**config.mk**
```make
export PLATFORM = sky130hd
export DESIGN_NAME = trap_controller_flat
export DESIGN_NICKNAME = d
export VERILOG_FILES = /design/src/rtl/trap_if.sv /design/src/rtl/trap_controller.sv /design/src/flat_wrapper.sv
export SDC_FILE = /design/constraint.sdc
export NUM_CORES = 1
export LEC_CHECK = 0
export CORE_UTILIZATION = 46
export DETAILED_ROUTE_END_ITERATION = 16
export GPL_ROUTABILITY_DRIVEN = 0
export PLACE_DENSITY = 0.87
export SETUP_SLACK_MARGIN = 0.02
export SYNTH_ARGS = -nofsm -noshare
export SYNTH_HDL_FRONTEND = slang
export SYNTH_SLANG_ARGS = --single-unit
```
**constraint.sdc**
```tcl
create_clock -name clk -period 3.32 [get_ports clk]
set_input_delay 0.498 -clock clk [delete_from_list [all_inputs] [get_ports clk]]
set_output_delay 0.498 -clock clk [all_outputs]
set_load 0.005 [all_outputs]
```
**src/rtl/trap_if.sv**
```systemverilog
// trap_if: exception, flush, redirect, CSR and status signals of the trap controller.
// master drives requests, pipe status and CSR access; slave is the controller.
interface trap_if;
   logic        exc_valid;
   logic [31:0] exc_cause;
   logic [31:0] exc_pc;
   logic [31:0] exc_tval;
   logic        mret_valid;
   logic        exc_ready;
   logic        flush;
   logic        pipe_empty;
   logic        redirect_valid;
   logic [31:0] redirect_pc;
   logic        redirect_ready;
   logic        csr_we;
   logic [11:0] csr_addr;
   logic [31:0] csr_wdata;
   logic [31:0] csr_rdata;
   logic        trap_active;
   logic        flush_timeout;

   modport master (
      output exc_valid, exc_cause, exc_pc, exc_tval, mret_valid, pipe_empty,
             redirect_ready, csr_we, csr_addr, csr_wdata,
      input  exc_ready, flush, redirect_valid, redirect_pc, csr_rdata,
             trap_active, flush_timeout
   );

   modport slave (
      input  exc_valid, exc_cause, exc_pc, exc_tval, mret_valid, pipe_empty,
             redirect_ready, csr_we, csr_addr, csr_wdata,
      output exc_ready, flush, redirect_valid, redirect_pc, csr_rdata,
             trap_active, flush_timeout
   );
endinterface

```
**src/rtl/trap_controller.sv**
```systemverilog
// trap_controller: machine-mode trap responder -- records trap CSRs, flushes the pipe, redirects fetch.
// Define TRAP_MTVAL_EN to implement the mtval CSR (0x343); otherwise it reads 0 and ignores writes.
module trap_controller #(
   parameter logic [31:0] RESET_MTVEC   = 32'h0000_0100,
   parameter int          FLUSH_TIMEOUT = 64
) (
   input logic   clk,
   input logic   reset,
   trap_if.slave bus
);
   localparam int            CW       = $clog2(FLUSH_TIMEOUT);
   localparam logic [CW-1:0] CNT_LAST = CW'(FLUSH_TIMEOUT - 1);
   localparam logic [11:0]   A_MSTATUS = 12'h300;
   localparam logic [11:0]   A_MTVEC   = 12'h305;
   localparam logic [11:0]   A_MEPC    = 12'h341;
   localparam logic [11:0]   A_MCAUSE  = 12'h342;
   localparam logic [11:0]   A_MTVAL   = 12'h343;

   typedef enum logic [1:0] {IDLE, FLUSH, REDIRECT} state_t;

   state_t        state, state_nx;
   logic [CW-1:0] cnt;
   logic [31:0]   target, mtvec, mepc, mcause, mtval;
   logic          mie, mpie, to_flag;
   logic          take_exc, take_mret, timed_out;
   logic          wr_mstatus, wr_mtvec, wr_mepc, wr_mcause;

   always_comb begin
      state_nx  = state;
      take_exc  = 1'b0;
      take_mret = 1'b0;
      timed_out = 1'b0;
      case (state)
         IDLE: begin
            take_exc  = bus.exc_valid;
            take_mret = bus.mret_valid & ~bus.exc_valid;
            if (take_exc | take_mret) state_nx = FLUSH;
         end
         FLUSH: begin
            timed_out = ~bus.pipe_empty & (cnt == CNT_LAST);
            if (bus.pipe_empty | timed_out) state_nx = REDIRECT;
         end
         REDIRECT: if (bus.redirect_ready) state_nx = IDLE;
         default:  state_nx = IDLE;
      endcase
   end

   always_ff @(posedge clk)
      if (reset) state <= IDLE;
      else       state <= state_nx;

   always_ff @(posedge clk)
      if (reset || state != FLUSH) cnt <= '0;
      else                         cnt <= cnt + 1'b1;

   // Target is frozen at acceptance; later CSR writes must not move the redirect.
   always_ff @(posedge clk)
      if (reset)          target <= '0;
      else if (take_exc)  target <= mtvec;
      else if (take_mret) target <= mepc;

   always_ff @(posedge clk)
      if (reset)          to_flag <= 1'b0;
      else if (timed_out) to_flag <= 1'b1;

   assign wr_mstatus = bus.csr_we & (bus.csr_addr == A_MSTATUS);
   assign wr_mtvec   = bus.csr_we & (bus.csr_addr == A_MTVEC);
   assign wr_mepc    = bus.csr_we & (bus.csr_addr == A_MEPC);
   assign wr_mcause  = bus.csr_we & (bus.csr_addr == A_MCAUSE);

   always_ff @(posedge clk)
      if (reset)         mtvec <= {RESET_MTVEC[31:2], 2'b00};
      else if (wr_mtvec) mtvec <= {bus.csr_wdata[31:2], 2'b00};

   // Trap/mret updates take priority over a CSR write landing on the same edge.
   always_ff @(posedge clk)
      if (reset)         mepc <= '0;
      else if (take_exc) mepc <= {bus.exc_pc[31:2], 2'b00};
      else if (wr_mepc)  mepc <= {bus.csr_wdata[31:2], 2'b00};

   always_ff @(posedge clk)
      if (reset)          mcause <= '0;
      else if (take_exc)  mcause <= bus.exc_cause;
      else if (wr_mcause) mcause <= bus.csr_wdata;

   always_ff @(posedge clk)
      if (reset) begin
         mie  <= 1'b0;
         mpie <= 1'b0;
      end else if (take_exc) begin
         mie  <= 1'b0;
         mpie <= mie;
      end else if (take_mret) begin
         mie  <= mpie;
         mpie <= 1'b1;
      end else if (wr_mstatus) begin
         mie  <= bus.csr_wdata[3];
         mpie <= bus.csr_wdata[7];
      end

`ifdef TRAP_MTVAL_EN
   logic wr_mtval;
   assign wr_mtval = bus.csr_we & (bus.csr_addr == A_MTVAL);
   always_ff @(posedge clk)
      if (reset)         mtval <= '0;
      else if (take_exc) mtval <= bus.exc_tval;
      else if (wr_mtval) mtval <= bus.csr_wdata;
`else
   logic unused_tval;
   assign mtval       = '0;
   assign unused_tval = ^bus.exc_tval;
`endif

   assign bus.csr_rdata = (bus.csr_addr == A_MSTATUS) ? {24'b0, mpie, 3'b0, mie, 3'b0} :
                          (bus.csr_addr == A_MTVEC)   ? mtvec  :
                          (bus.csr_addr == A_MEPC)    ? mepc   :
                          (bus.csr_addr == A_MCAUSE)  ? mcause :
                          (bus.csr_addr == A_MTVAL)   ? mtval  : 32'b0;

   assign bus.exc_ready      = state == IDLE;
   assign bus.flush          = state == FLUSH;
   assign bus.redirect_valid = state == REDIRECT;
   assign bus.redirect_pc    = (state == REDIRECT) ? target : 32'b0;
   assign bus.trap_active    = state != IDLE;
   assign bus.flush_timeout  = to_flag;
endmodule

```
**src/flat_wrapper.sv**
```systemverilog
// flat-port wrapper written by rule: the top's interface ports become plain ports
module trap_controller_flat 
#(
   parameter logic [31:0] RESET_MTVEC   = 32'h0000_0100,
   parameter int          FLUSH_TIMEOUT = 64
)
  (clk, reset, bus_exc_valid, bus_exc_cause, bus_exc_pc, bus_exc_tval, bus_mret_valid, bus_pipe_empty, bus_redirect_ready, bus_csr_we, bus_csr_addr, bus_csr_wdata, bus_exc_ready, bus_flush, bus_redirect_valid, bus_redirect_pc, bus_csr_rdata, bus_trap_active, bus_flush_timeout);
  trap_if bus_i ();
  input logic clk;
  input logic reset;
  input wire logic [$bits(bus_i.exc_valid)-1:0] bus_exc_valid;
  input wire logic [$bits(bus_i.exc_cause)-1:0] bus_exc_cause;
  input wire logic [$bits(bus_i.exc_pc)-1:0] bus_exc_pc;
  input wire logic [$bits(bus_i.exc_tval)-1:0] bus_exc_tval;
  input wire logic [$bits(bus_i.mret_valid)-1:0] bus_mret_valid;
  input wire logic [$bits(bus_i.pipe_empty)-1:0] bus_pipe_empty;
  input wire logic [$bits(bus_i.redirect_ready)-1:0] bus_redirect_ready;
  input wire logic [$bits(bus_i.csr_we)-1:0] bus_csr_we;
  input wire logic [$bits(bus_i.csr_addr)-1:0] bus_csr_addr;
  input wire logic [$bits(bus_i.csr_wdata)-1:0] bus_csr_wdata;
  output wire logic [$bits(bus_i.exc_ready)-1:0] bus_exc_ready;
  output wire logic [$bits(bus_i.flush)-1:0] bus_flush;
  output wire logic [$bits(bus_i.redirect_valid)-1:0] bus_redirect_valid;
  output wire logic [$bits(bus_i.redirect_pc)-1:0] bus_redirect_pc;
  output wire logic [$bits(bus_i.csr_rdata)-1:0] bus_csr_rdata;
  output wire logic [$bits(bus_i.trap_active)-1:0] bus_trap_active;
  output wire logic [$bits(bus_i.flush_timeout)-1:0] bus_flush_timeout;
  assign bus_i.exc_valid = bus_exc_valid;
  assign bus_i.exc_cause = bus_exc_cause;
  assign bus_i.exc_pc = bus_exc_pc;
  assign bus_i.exc_tval = bus_exc_tval;
  assign bus_i.mret_valid = bus_mret_valid;
  assign bus_i.pipe_empty = bus_pipe_empty;
  assign bus_i.redirect_ready = bus_redirect_ready;
  assign bus_i.csr_we = bus_csr_we;
  assign bus_i.csr_addr = bus_csr_addr;
  assign bus_i.csr_wdata = bus_csr_wdata;
  assign bus_exc_ready = bus_i.exc_ready;
  assign bus_flush = bus_i.flush;
  assign bus_redirect_valid = bus_i.redirect_valid;
  assign bus_redirect_pc = bus_i.redirect_pc;
  assign bus_csr_rdata = bus_i.csr_rdata;
  assign bus_trap_active = bus_i.trap_active;
  assign bus_flush_timeout = bus_i.flush_timeout;
  trap_controller #(.RESET_MTVEC(RESET_MTVEC), .FLUSH_TIMEOUT(FLUSH_TIMEOUT)) u_core (.clk(clk), .reset(reset), .bus(bus_i));
endmodule
```
# Word level (Yosys, flattened, before mapping)

Cells that the tools add are included.
Widths: inputs -> output; s select.

Input port bits: 147
Bits in registers: 135
Word-level logic and storage cells: 64
Output and inout bits: 69

Mux-type cells: 23
Reduce and logical (&&, ||, !) cells: 10
Eq/ne operators: 11
Add/subtract/negate cells: 1
Bitwise operators: 10

Operators by type and width:

| operator             | count |
|---|---|
| $mux 32              | 11 |
| $eq 12x10->1 const B | 4 |
| $reduce_bool 2->1    | 5 |
| $mux 1               | 8 |
| $add 6x1->6 const B  | 1 |
| $and 1x1->1          | 6 |
| $eq 6x6->1 const B   | 1 |
| $mux 2               | 3 |
| $ne 2x1->1 const B   | 3 |
| $pmux 2 s3           | 1 |
| $reduce_and 3->1     | 1 |
| $reduce_bool 3->1    | 1 |
| $eq 2x1->1 const B   | 1 |
| $eq 2x2->1 const B   | 1 |
| $logic_not 2->1      | 1 |
| $ne 2x2->1 const B   | 1 |
| $not 1->1            | 2 |
| $or 1x1->1           | 2 |
| $reduce_or 2->1      | 1 |
| $logic_or 1x1->1     | 1 |

# Depth between registers and ports, before layout

Depth after elaboration: 5
Depth in mapped cells: 6
Gate-level depth less buffers: 5

# Least setup slack after synthesis

OpenSTA, ideal clock, no wires.

Path kind: input-to-output
Start: input bus_csr_addr[3]
End: output bus_csr_rdata[24]
Path buffers: 2
Slack: 671 ps
Arrival: 2,151 ps
Data required time: 2,822 ps
Cell stages on the path: 6
Cells stage by stage: or4_1 > buf_2 > nor4_4 > buf_2 > a221oi_1 > a21oi_1

Cells in the longest elaborated chain, start to end: 5
Elaborated cells on any way between the ends: 8
Classes of those cells: 4 x eq/ne; 4 x mux

Ends and longest elaborated chain:

| element            | RTL line               | text |
|---|---|---|
| start: declaration | flat_wrapper.sv:19     | `input wire logic [$bits(bus_i.csr_addr)-1:0] bus_csr_addr;` |
| $eq 12x10->1       | trap_controller.sv:117 | `(bus.csr_addr == A_MCAUSE) ? mcause :` |
| $mux 32            | trap_controller.sv:117 |  |
| $mux 32            | trap_controller.sv:116 | `(bus.csr_addr == A_MEPC) ? mepc :` |
| $mux 32            | trap_controller.sv:115 | `(bus.csr_addr == A_MTVEC) ? mtvec :` |
| $mux 32 (*)        | trap_controller.sv:114 | `assign bus.csr_rdata = (bus.csr_addr == A_MSTATUS) ? {24'b0, mpie, 3'b0, mie, 3'b0} :` |
| end: declaration   | flat_wrapper.sv:25     | `output wire logic [$bits(bus_i.csr_rdata)-1:0] bus_csr_rdata;` |

Every way passes the cells marked *; elsewhere a longest branch is shown, timed or not.

# Final worst setup path

Start: input bus_csr_addr[7]
End: output bus_csr_rdata[6]

The elaborated chain is that of the path after synthesis.

==> impl_metrics.py <==
metrics = {
    "grt": {
        "grt_pass1_wl_mm": 33.1,
        "grt_pass1_vias": 6533,
        "grt_max_degree": 60,
        "grt-ovfl-total": 0,
        "grt_usage_pct": 30.1,
        "antenna_found_initial": 0,
    },
    "routing": {
        "ant_nets": 0,
        "drt_iter0_drc": 1043,
        "vias_per_cell": 5.97,
        "dr.pass1.iters": 10,
        "routedWlPerCell_um": 18.8,
        "vias": 6614,
        "wirelength_mm": 20.8,
        "drc_errors": 0,
    },
    "clock_tree": {
        "clock-sinks": 133,
        "cts_tree": "yes",
        "path_clk_slew_ns": 0.05,
        "clockBufferDepth": 2,
        "postCtsHoldBufs": 0,
        "htree_levels": 4,
        "cts_buffers": 17,
        "cts-root-buf": "clkbuf_16",
        "clk_latency_ns": 0.43,
    },
    "floorplanning": {
        "die_w_um": 118,
        "coreArea_sq_um": 13200,
        "die_h_um": 118,
        "die_area_sq_um": 14000,
        "row_count": 42,
        "start_util_pct": 47.0,
        "ioPinCount": 216,
    },
    "critical_path": {
        "rr_endpoint": "u_core.target[31]",
        "path_cells": "clkdlybuf4s50_1 -> or4_4 -> buf_4 -> nor3_4 -> buf_4 -> buf_4 -> a222oi_1 -> inv_1 -> clkdlybuf4s50_1",
        "crit_fanout": 4,
        "rrSetupSlack_ns": 1.24,
        "critical_path_class": "input port to primary output",
        "critPathRequiredTime_ns": 2.82,
        "timing.rr.start": "u_core.state[1]",
        "crit_arrival_ns": 2.78,
        "endpoint_kind": "primary output",
        "r2r_cells": 5,
        "cp_slowest_cell": "or4_4",
        "cpPeakStageDelay_ns": 0.59,
        "worstSetupStartpointType": "input port",
        "crit_top_cell": "buf_4",
    },
    "status": {
        "outcome": "finished clean",
    },
    "yosys": {
        "yosys.cell_types.count": 41,
        "synth_top_family_by_area": "simple AND/OR/NAND/NOR gates",
        "synth_mux_area_share_pct": 5.32,
        "yosys.area_share.simple_pct": 22.2,
        "syn_inst": 742,
        "ys_ff_latch": 133,
        "synth-seq-area-share_pct": 42.9,
        "yosys.area_share.adder_pct": 0.202,
        "syn_area_per_cell_sq_um": 8.36,
        "yosysWarnings": 0,
        "synth_compound_area_share_pct": 21.9,
        "yosys.area_share.xor_xnor_pct": 0.565,
        "synth_area_sq_um": 6200,
    },
    "final_layout": {
        "drive_gt1_share_pct": 10.3,
        "final_common_cell": "clkdlybuf4s50_1",
        "fillCellCount": 1028,
        "final_nets": 1068,
        "instances_no_fill": 1107,
        "final_cell_mix": "clkdlybuf4s50_1, dfxtp_1, nand2_1, nor2_1, a311oi_1",
        "n_antenna_cell": 0,
        "multi_input_area_sq_um": 3210,
        "seqCellArea_sq_um": 2660,
        "syn_to_final_growth_pct": 46.1,
    },
    "timing": {
        "hold_viol": 0,
        "fin_crit_ns": 3.28,
        "tightest_slew_ns": 0.652,
        "setup_viol_count_final": 0,
        "slew_headroom_pct": 56.5,
        "fmax_mhz": 305,
        "worst_slack_ns": 0.0375,
        "timing.final.crit_share_pct": 98.9,
        "rsz0062_at_grt": "yes",
        "finClkSkew_ns": 0.00874,
        "maxSlewViolCount": 0,
    },
    "hold_path": {
        "hp-class": "register to register",
        "worstHoldStart": "u_core.target[5]",
        "hold_depth": 2,
        "min_to": "u_core.target[5]",
    },
    "placement": {
        "dpl.hpwl_mm": 13.5,
        "io_buffer_count": 179,
        "dp_cells": 1069,
        "preCtsSetupSlack_ns": -0.189,
    },
    "power": {
        "power_uw": 4190,
        "switching_power_uw": 1100,
        "switching_share_pct": 26.2,
        "ir_worst_vdd_mv": 0.389,
        "cellLeakagePower_uw": 0.00360,
        "power_density_nw_per_um2": 462,
        "p_seq_share_pct": 42.6,
        "p_int_uw": 3090,
        "p_clk_share_pct": 41.9,
        "share_comb_of_total_power_pct": 15.5,
    },
    "flow_run": {
        "drv_cap": 0,
    },
}
==> worst max-delay path, delay by kind of cell <==
kind,cells,cell delay [ns]
buffers and inverters,6,1.44
and+or+nand+nor,2,0.77
AOI/OAI and AO/OA,1,0.09
==> Yosys cell counts, drive strengths merged <==
master | count | area share [%]
or2 | 4 | 0.40
clkinv | 1 | 0.060
xor2 | 3 | 0.42
and3 | 1 | 0.10
ha | 1 | 0.20
or4bb | 3 | 0.54
a21boi | 1 | 0.12
nand3 | 8 | 0.65
nand2b | 3 | 0.30
conb | 1 | 0.060
nor3 | 39 | 3.2
or4 | 2 | 0.24
o22ai | 1 | 0.10
a221oi | 3 | 0.42
or3b | 2 | 0.28
a311oi | 60 | 8.5
nand2 | 125 | 7.6
o21ai | 6 | 0.48
buf | 22 | 1.9
clkbuf | 50 | 3.0
nor2b | 3 | 0.30
o221ai | 30 | 4.2
a211oi | 2 | 0.24
a222oi | 28 | 4.5
xnor2 | 1 | 0.14
o41ai | 1 | 0.44
nand4bb | 1 | 0.18
mux2i | 33 | 5.3
dfxtp | 133 | 43
nor4 | 4 | 0.85
inv | 30 | 1.8
a21oi | 36 | 2.9
nor2 | 72 | 4.4
and2 | 32 | 3.2
==> routing by layer <==
metal	vias to the layer above	global-route usage, %	routed length (um)
met1	3073	36.7	8320
met4	0	15.1	693
met3	64	6.90	1960
met2	423	49.6	9790
li1	3054	-	-
met5	-	0	0
==> worst max-delay path by stage <==
stage	from	slack, ns	endpoint
after CTS	bus_csr_addr[3]	-0.05	bus_csr_rdata[22]
final	bus_csr_addr[7]	0.04	bus_csr_rdata[6]
after detailed placement	bus_csr_addr[3]	-0.19	bus_csr_rdata[24]
after floorplan	bus_csr_addr[3]	0.67	bus_csr_rdata[24]
after global placement	bus_csr_addr[3]	-0.21	bus_csr_rdata[24]
after global routing	bus_csr_addr[7]	-0.004	bus_csr_rdata[6]
==> power groups by stage <==
stage | clock network, uW | logic, uW | registers, uW
after floorplan | 0 | 350 | 1790
after global placement | 0 | 620 | 1800
after detailed placement | 0 | 636 | 1810
after CTS | 1750 | 645 | 1780
after global routing | 1830 | 705 | 1790
final | 1750 | 651 | 1780
==> repair_timing <==
| action | 4_1_cts | 5_1_grt |
|---|---|---|
| pin swaps | 2 | 3 |
| gates cloned | 1 | 0 |
| resized for setup | 34 | 7 |
| buffers inserted | 9 | 0 |
| setup endpoints to repair | 30 | 9 |
==> state kept, by name, summed over array words and instances (netlist names) <==
signal,flops
u_core.mcause,32
u_core.mepc,30
u_core.mtvec,30
u_core.target,30
u_core.cnt,6
u_core.state,2
u_core.bus.flush_timeout,1
u_core.mie,1
u_core.mpie,1
==> area by class of cell <==
| type | count | share of cell area, % |
|---|---|---|
| Clock buffer | 26 | 5.40 |
| Timing Repair Buffer | 230 | 25.6 |
| Clock inverter | 4 | 0.524 |
| Inverter | 31 | 1.28 |
| Tap cell | 176 | 2.43 |
| Sequential cell | 133 | 29.4 |
| Multi-Input combinational cell | 507 | 35.4 |
==> stage by stage <==
step / hold WS [ns] / utilization (%) / instance area (sq um) / TNS [ns]
finish: 0.447 / 68.7 / 9070 / 0
global route: 0.470 / 68.7 / 9070 / -0.00356
CTS: 0.446 / 68.6 / 9050 / -0.0499
detailed placement: 0.439 / 63.7 / 8410 / -3.73
global placement: 0.434 / 63.7 / 8410 / -4.14
floorplan: 0.427 / - / 6210 / 0
==> cells by family after synthesis <==
kind of cell               count (synthesis)
and+or+nand+nor                          299
AOI/OAI and AO/OA                        168
DFF                                      133
buffers and inverters                    103
muxes                                     33
xor gates and xnor gates                   4
adders and majority gates                  1
other                                      1
Note: power is estimated with default switching activity, not from simulation.
